--- src/rtl/instruction_fetch.sv ---
// Instruction-fetch stage: owns the program counter, keeps at most one instruction-memory
// request outstanding, and hands decode a registered instruction with its PC+1. While a
// response is pending, NOP bubbles are fed downstream. Branch/jump redirects from execute
// retarget the PC and squash decode through the active-low flush.
//
// Ports:
//   clk, rst           clock and synchronous active-high reset
//   BS, PS, Z          branch select, conditional polarity and zero flag from execute
//   BrA, RAA           PC-relative and register branch targets from execute
//   imem_req/addr      one-cycle request strobe and address to instruction memory
//   imem_rdata/rvalid  response data and strobe from instruction memory
//   instruction        registered instruction presented to decode
//   pc_min_one         registered address-of-instruction + 1
//   flush              active-low squash to decode (combinational)
module instruction_fetch #(
  parameter int unsigned INSTRUCTION_BITS = 32,
  parameter int unsigned DATA_BITS        = 32,
  parameter logic [DATA_BITS-1:0]        RESET_PC  = '0,
  parameter logic [INSTRUCTION_BITS-1:0] NOP_INSTR = '0
) (
  input  logic                        clk,
  input  logic                        rst,
  input  logic [1:0]                  BS,
  input  logic                        PS,
  input  logic                        Z,
  input  logic [DATA_BITS-1:0]        BrA,
  input  logic [DATA_BITS-1:0]        RAA,
  output logic                        imem_req,
  output logic [DATA_BITS-1:0]        imem_addr,
  input  logic [INSTRUCTION_BITS-1:0] imem_rdata,
  input  logic                        imem_rvalid,
  output logic [INSTRUCTION_BITS-1:0] instruction,
  output logic [DATA_BITS-1:0]        pc_min_one,
  output logic                        flush
);

  // IDLE issues the very first fetch after reset, WAIT expects a wanted response,
  // DROP waits out a response that a redirect has made stale.
  localparam logic [1:0] StIdle = 2'd0;
  localparam logic [1:0] StWait = 2'd1;
  localparam logic [1:0] StDrop = 2'd2;

  localparam logic [DATA_BITS-1:0] PcOne = DATA_BITS'(1);

  logic [1:0]                  state_q, state_d;
  logic [DATA_BITS-1:0]        pc_q, pc_d;
  logic [INSTRUCTION_BITS-1:0] instr_q, instr_d;
  logic [DATA_BITS-1:0]        pmo_q, pmo_d;
  logic                        taken;
  logic [DATA_BITS-1:0]        target;
  logic [DATA_BITS-1:0]        pc_inc;

  always_comb begin
    taken  = ((BS == 2'b01) && (Z ^ PS)) || (BS == 2'b10) || (BS == 2'b11);
    target = (BS == 2'b10) ? RAA : BrA;
  end

  assign flush  = ~taken;
  assign pc_inc = pc_q + PcOne;

  always_comb begin
    state_d   = state_q;
    pc_d      = pc_q;
    instr_d   = NOP_INSTR;
    pmo_d     = pmo_q;
    imem_req  = 1'b0;
    imem_addr = pc_q;
    case (state_q)
      StIdle: begin
        imem_req = 1'b1;
        state_d  = StWait;
      end
      StWait: begin
        if (imem_rvalid) begin
          imem_req = 1'b1;
          if (taken) begin
            // Redirect wins over the arriving instruction; refetch at the target.
            pc_d      = target;
            imem_addr = target;
          end else begin
            instr_d   = imem_rdata;
            pmo_d     = pc_inc;
            pc_d      = pc_inc;
            imem_addr = pc_inc;
          end
        end else if (taken) begin
          // The outstanding response now belongs to the wrong path.
          pc_d    = target;
          state_d = StDrop;
        end
      end
      StDrop: begin
        if (taken) begin
          pc_d = target;
        end
        if (imem_rvalid) begin
          imem_req  = 1'b1;
          imem_addr = taken ? target : pc_q;
          state_d   = StWait;
        end
      end
      default: state_d = StIdle;
    endcase
    if (rst) begin
      imem_req = 1'b0;
    end
  end

  always_ff @(posedge clk) begin
    if (rst) begin
      state_q <= StIdle;
      pc_q    <= RESET_PC;
      instr_q <= NOP_INSTR;
      pmo_q   <= '0;
    end else begin
      state_q <= state_d;
      pc_q    <= pc_d;
      instr_q <= instr_d;
      pmo_q   <= pmo_d;
    end
  end

  assign instruction = instr_q;
  assign pc_min_one  = pmo_q;

endmodule
--- config.mk ---
export PLATFORM = sky130hd
export DESIGN_NAME = instruction_fetch
export DESIGN_NICKNAME = d
export VERILOG_FILES = /design/src/rtl/instruction_fetch.sv
export SDC_FILE = /design/constraint.sdc
export NUM_CORES = 1
export LEC_CHECK = 0
export CAP_MARGIN = 20
export CORE_AREA = 2 2 116 118
export CTS_BUF_LIST = sky130_fd_sc_hd__clkbuf_8 sky130_fd_sc_hd__clkbuf_16
export DETAILED_ROUTE_END_ITERATION = 12
export DIE_AREA = 0 0 118 120
export PLACE_DENSITY = 0.84
export REMOVE_ABC_BUFFERS = 1
export SLEW_MARGIN = 40
export SYNTH_ARGS = -nofsm -noshare
export SYNTH_HDL_FRONTEND = slang
export SYNTH_SLANG_ARGS = --single-unit
--- constraint.sdc ---
create_clock -name clk -period 4.6 [get_ports clk]
set_input_delay 0.46 -clock clk [delete_from_list [all_inputs] [get_ports clk]]
set_output_delay 0.46 -clock clk [all_outputs]
set_load 0.03 [all_outputs]
# ---- Word level (Yosys, flattened, before mapping)
# Index checks and enable logic that the tools add are counted.
dict set report classes {
  addsub 1
  eq_ne 8
  n_mux 15
  bitwise_logic 4
  reduce_logical 9
}
# operator n
set ops {}
lappend ops {{$mux W32} 6}
lappend ops {{$pmux W32 S2} 2}
lappend ops {{$add A32 B1 Y32 const B} 1}
lappend ops {{$eq A2 B2 Y1 const B} 3}
lappend ops {{$mux W2} 3}
lappend ops {{$ne A2 B2 Y1 const B} 3}
lappend ops {{$pmux W2 S3} 1}
lappend ops {{$reduce_and A3 Y1} 2}
lappend ops {{$eq A2 B1 Y1 const B} 2}
lappend ops {{$reduce_or A4 Y1} 1}
lappend ops {{$not A1 Y1} 3}
lappend ops {{$logic_not A2 Y1} 1}
lappend ops {{$logic_or A1 B1 Y1} 2}
lappend ops {{$mux W1} 2}
lappend ops {{$pmux W1 S2} 1}
lappend ops {{$reduce_bool A2 Y1} 1}
lappend ops {{$reduce_or A2 Y1} 1}
lappend ops {{$logic_and A1 B1 Y1} 1}
lappend ops {{$xor A1 B1 Y1} 1}
dict set report word_totals {
  regBits 98
  input_bits 103
  output_inout_bits 98
  wordCells 41
}

# ---- Longest topological paths before layout
dict set report logic_depth {
  depth_word 7
  ltp_mapped 9
}

# ---- Least setup slack after synthesis
# OpenSTA, ideal clock, no wires.
dict set report synth_path {
  kind {input to output}
  from {input BS[1]}
  to {output imem_addr[5]}
  arrival_time_ns 2.738
  required_time_ns 4.140
  setup_slack_ns 1.402
  stages 7
  n_path_buf 3
  path_cell_list {clkbuf_1 clkinv_1 o21ai_1 buf_2 buf_2 a21oi_1 o311ai_0}
}
dict set report synth_between {
  elab_chain_len 7
  elab_cells_between_ends 12
  classes_between {3 x eq/ne; 6 x mux; 3 x reduce/logical}
}
# item line
set synth_lines {}
lappend synth_lines {{from (decl)} 23} ;# input logic [1:0] BS,
lappend synth_lines {{$eq A2 B1 Y1} 54} ;# taken = ((BS == 2'b01) && (Z ^ PS)) || (BS == 2'b10) || (BS == 2'b11);
lappend synth_lines {{$logic_and A1 B1 Y1} 54}
lappend synth_lines {{$logic_or A1 B1 Y1 (2 in series)} 54}
lappend synth_lines {{$mux W32, on equally long branches} --}
lappend synth_lines {{$mux W32, on equally long branches} {96, 74}}
lappend synth_lines {{$pmux W32 S2 *} 68} ;# case (state_q)
lappend synth_lines {{to (decl)} 29} ;# output logic [DATA_BITS-1:0] imem_addr,
# Every way passes the cells marked *; elsewhere a longest branch is shown, timed or not.

# ---- Final worst setup path
dict set report layout_path {
  from {register state_q[0]}
  to {output imem_addr[26]}
}
dict set report layout_between {
  elab_chain_len 2
  elab_cells_between_ends 3
  classes_between {2 x eq/ne; 1 x mux}
}
# item line
set layout_lines {}
lappend layout_lines {{from (decl)} 45} ;# logic [1:0] state_q, state_d;
lappend layout_lines {{from (signal assigned)} 111} ;# state_q <= StIdle;
lappend layout_lines {{from (signal assigned)} 116} ;# state_q <= state_d;
lappend layout_lines {{$eq A2 B2 Y1 or $eq A2 B1 Y1 (tied branches)} 68}
lappend layout_lines {{$pmux W32 S2 *} 68}
# Marks and branches as above.

==> results.cfg <==
[pwr]
powerDensity_nw_per_um2 = 329
power.leakage_uw = 0.00307
switching_power_uw = 1150
internal_power_uw = 1760
switching_share = 0.394
pwr-share-clk = 0.266
vdd_drop_max_uv = 195
fin_total_pwr_uw = 2910
p_comb_frac = 0.378
seqPwrFrac = 0.356

[synthesis]
netlist.area_leader.share = 0.309
yosys.area.top_type = dfxtp_1
ys_seq_area_frac = 0.309
ys_top_cells_by_area = dfxtp_1, o21ai_0, a21oi_1, a211oi_1, nand2_1
ys.flop_type = dfxtp_1
synth_cells = 834
synth_edf_count = 0
ys_types = 71
synth_seq_cells = 98
synth_area_um2 = 6350
postSynthAreaPerCell_um2 = 7.62
yosysMostFrequentCell = dfxtp_1
yosysWarnings = 0
synth_common_cells = dfxtp_1, nand2_1, nor2_1
ys_async_sr_fraction = 0

[place]
hpwlAfterDp_um = 17000
port_buffers = 200
gp_congestion = 0.991
dpl-instance-area_um2 = 8540

[clock_network]
clk_latency_ns = 0.37
clockRootBuffer = clkbuf_16
post_cts.repair.setup_buffers = 0
cts_inserted_buffers = 9
htree_levels = 3
tritoncts = yes
clockBufferDepth = 2
cts_sinks = 98
cts_hold_buf = 0
cts_resized = 0
clk_pin_slew_ns = 0.07

[route]
drcViolationCount = 0
wl_per_cell_um = 20.3
detail-route-antenna-nets = 0
wirelength_um = 23900
first_pass_iters = 6
vias = 7437
viasPerCell = 6.32
dr.first_iter.drc_count = 1139

[finish]
final_util = 0.681
design_area_um2 = 8830
drive_above_1_share = 0.0929
nets = 1104
register_area_um2 = 1960
antenna_cells = 0
n_fill_cell = 1095
multiInputGateArea_um2 = 4010
areaGrowthSynthToFinish_pct = 39.1

[sta]
rsz0062_at_grt = no
period_share = 0.900
tightest_slew_ns = 0.823
holdWs_ns = 0.457
min_period_ns = 4.14
finalHoldViolCount = 0
setup-tns-final_ns = 0
setup_viol = 0
slew_headroom = 0.449
skew_ns = 0.0130
maxSlewViolCount = 0
fmax_mhz = 242

[global_routing]
grt-ovfl-total = 0
antenna_found_initial = 0
gr-usage-met3 = 0.0499
grtUsageTotal = 0.329
grt_max_degree = 38
grt_pass1_vias = 6784
use_met2 = 0.521
grt_pass1_wl_um = 36900
grt.met1_usage = 0.441
grt.busiest_layer = met2

[floorplanning]
die_h_um = 120
chipWidth_um = 118
initial_core_util = 0.489
dieArea_um2 = 14200
fp-row-count = 42
core_um2 = 13000
pin_count = 201

[min_path]
hold_depth = 2
hold_class = flop to flop

[setup_path]
reg2reg_depth = 8
critical_path_arrival_ns = 3.68
crit_type = flop to output pin
required_ns = 4.14
critPathCaptureType = output pin
cp-start-kind = flop
cp_max_fo = 15

[status]
run_status = finished, final reports clean

[job]
maxCapViolCount = 0
-- power groups by stage --
stage	sequential, µW	clock, µW	combinational, µW
4_1_cts	1030	780	1080
3_3_place_gp	1050	0	1060
6_report	1040	775	1100
2_1_floorplan	1060	0	550
5_1_grt	1050	816	1160
3_5_place_dp	1050	0	1070
-- final timing paths --
check / start / end / slack [ns]
setup reg to reg: pc_q[0]$_SDFFE_PP0N_ / pc_q[20]$_SDFFE_PP0N_ / 1.72
hold reg to reg: pc_min_one[1]$_SDFFE_PP0P_ / pc_min_one[1]$_SDFFE_PP0P_ / 0.46
hold / removal: pc_min_one[1]$_SDFFE_PP0P_ / pc_min_one[1]$_SDFFE_PP0P_ / 0.46
setup / recovery: state_q[0]$_SDFFE_PP0P_ / imem_addr[26] / 0.46
-- per-stage QoR --
stage | setup slack [ns] | instances
4_1_cts | 0.554 | 1177
6_report | 0.461 | 1177
3_5_place_dp | 0.698 | 1161
2_1_floorplan | -0.620 | 751
3_3_place_gp | 0.737 | 1161
5_1_grt | 0.223 | 1177
-- placed cells by master, fill, tap and decap left out, types with 10 or more instances in the layout --
| master | n |
|---|---|
| dfxtp_1 | 98 |
| mux2i_1 | 11 |
| and3_1 | 15 |
| and2_1 | 41 |
| a22oi_1 | 10 |
| xnor2_1 | 16 |
| nor2_1 | 65 |
| a211oi_1 | 35 |
| nor3_1 | 21 |
| a31oi_1 | 11 |
| buf_4 | 44 |
| o21ai_0 | 62 |
| inv_1 | 16 |
| nand4_1 | 13 |
| o311ai_0 | 10 |
| a21oi_1 | 53 |
| nand2_1 | 70 |
| clkdlybuf4s50_1 | 183 |
| xor2_1 | 13 |
| nand3_1 | 37 |
-- cell families (layout without fill, tap and decap cells) --
| group | after synthesis | after routing | share of synthesized area |
|---|---|---|---|
| compound gates | 267 | 267 | 0.286 |
| xor+xnor | 29 | 29 | 0.0400 |
| fa+ha+maj | 5 | 5 | 0.00985 |
| buf+inv | 100 | 267 | 0.0638 |
| flops | 98 | 98 | 0.309 |
| mux | 20 | 20 | 0.0333 |
| simple gates | 315 | 315 | 0.258 |
-- per-layer routing --
metal	vias to the layer above	wire length, µm
met3	85	2630
met2	523	10900
met1	3407	9480
met5	-	0
li1	3422	-
met4	0	911
-- layout make-up --
type                       instances  area share
clock buffer                      10      0.0270
clock inverter                     6     0.00623
inverter                          17     0.00722
multi-input combinational        636       0.454
sequential                        98       0.222
tap                              176      0.0249
timing repair buffer             234       0.259
-- critical path, stage by stage (launching register included) --
cell and delay, ns:
dfxtp_1 0.35, inv_1 0.10, ha_1 0.50, nor2b_1 0.13, a2111oi_1 0.75, nand2b_1 0.47
a221oi_1 0.16, a21oi_1 0.16, clkdlybuf4s50_1 0.69
-- registers in the layout (all words and copies together) (netlist names) --
signal       count
instruction     32
pc_min_one      32
pc_q            32
state_q          2
Note: power is estimated with default switching activity, not from simulation.
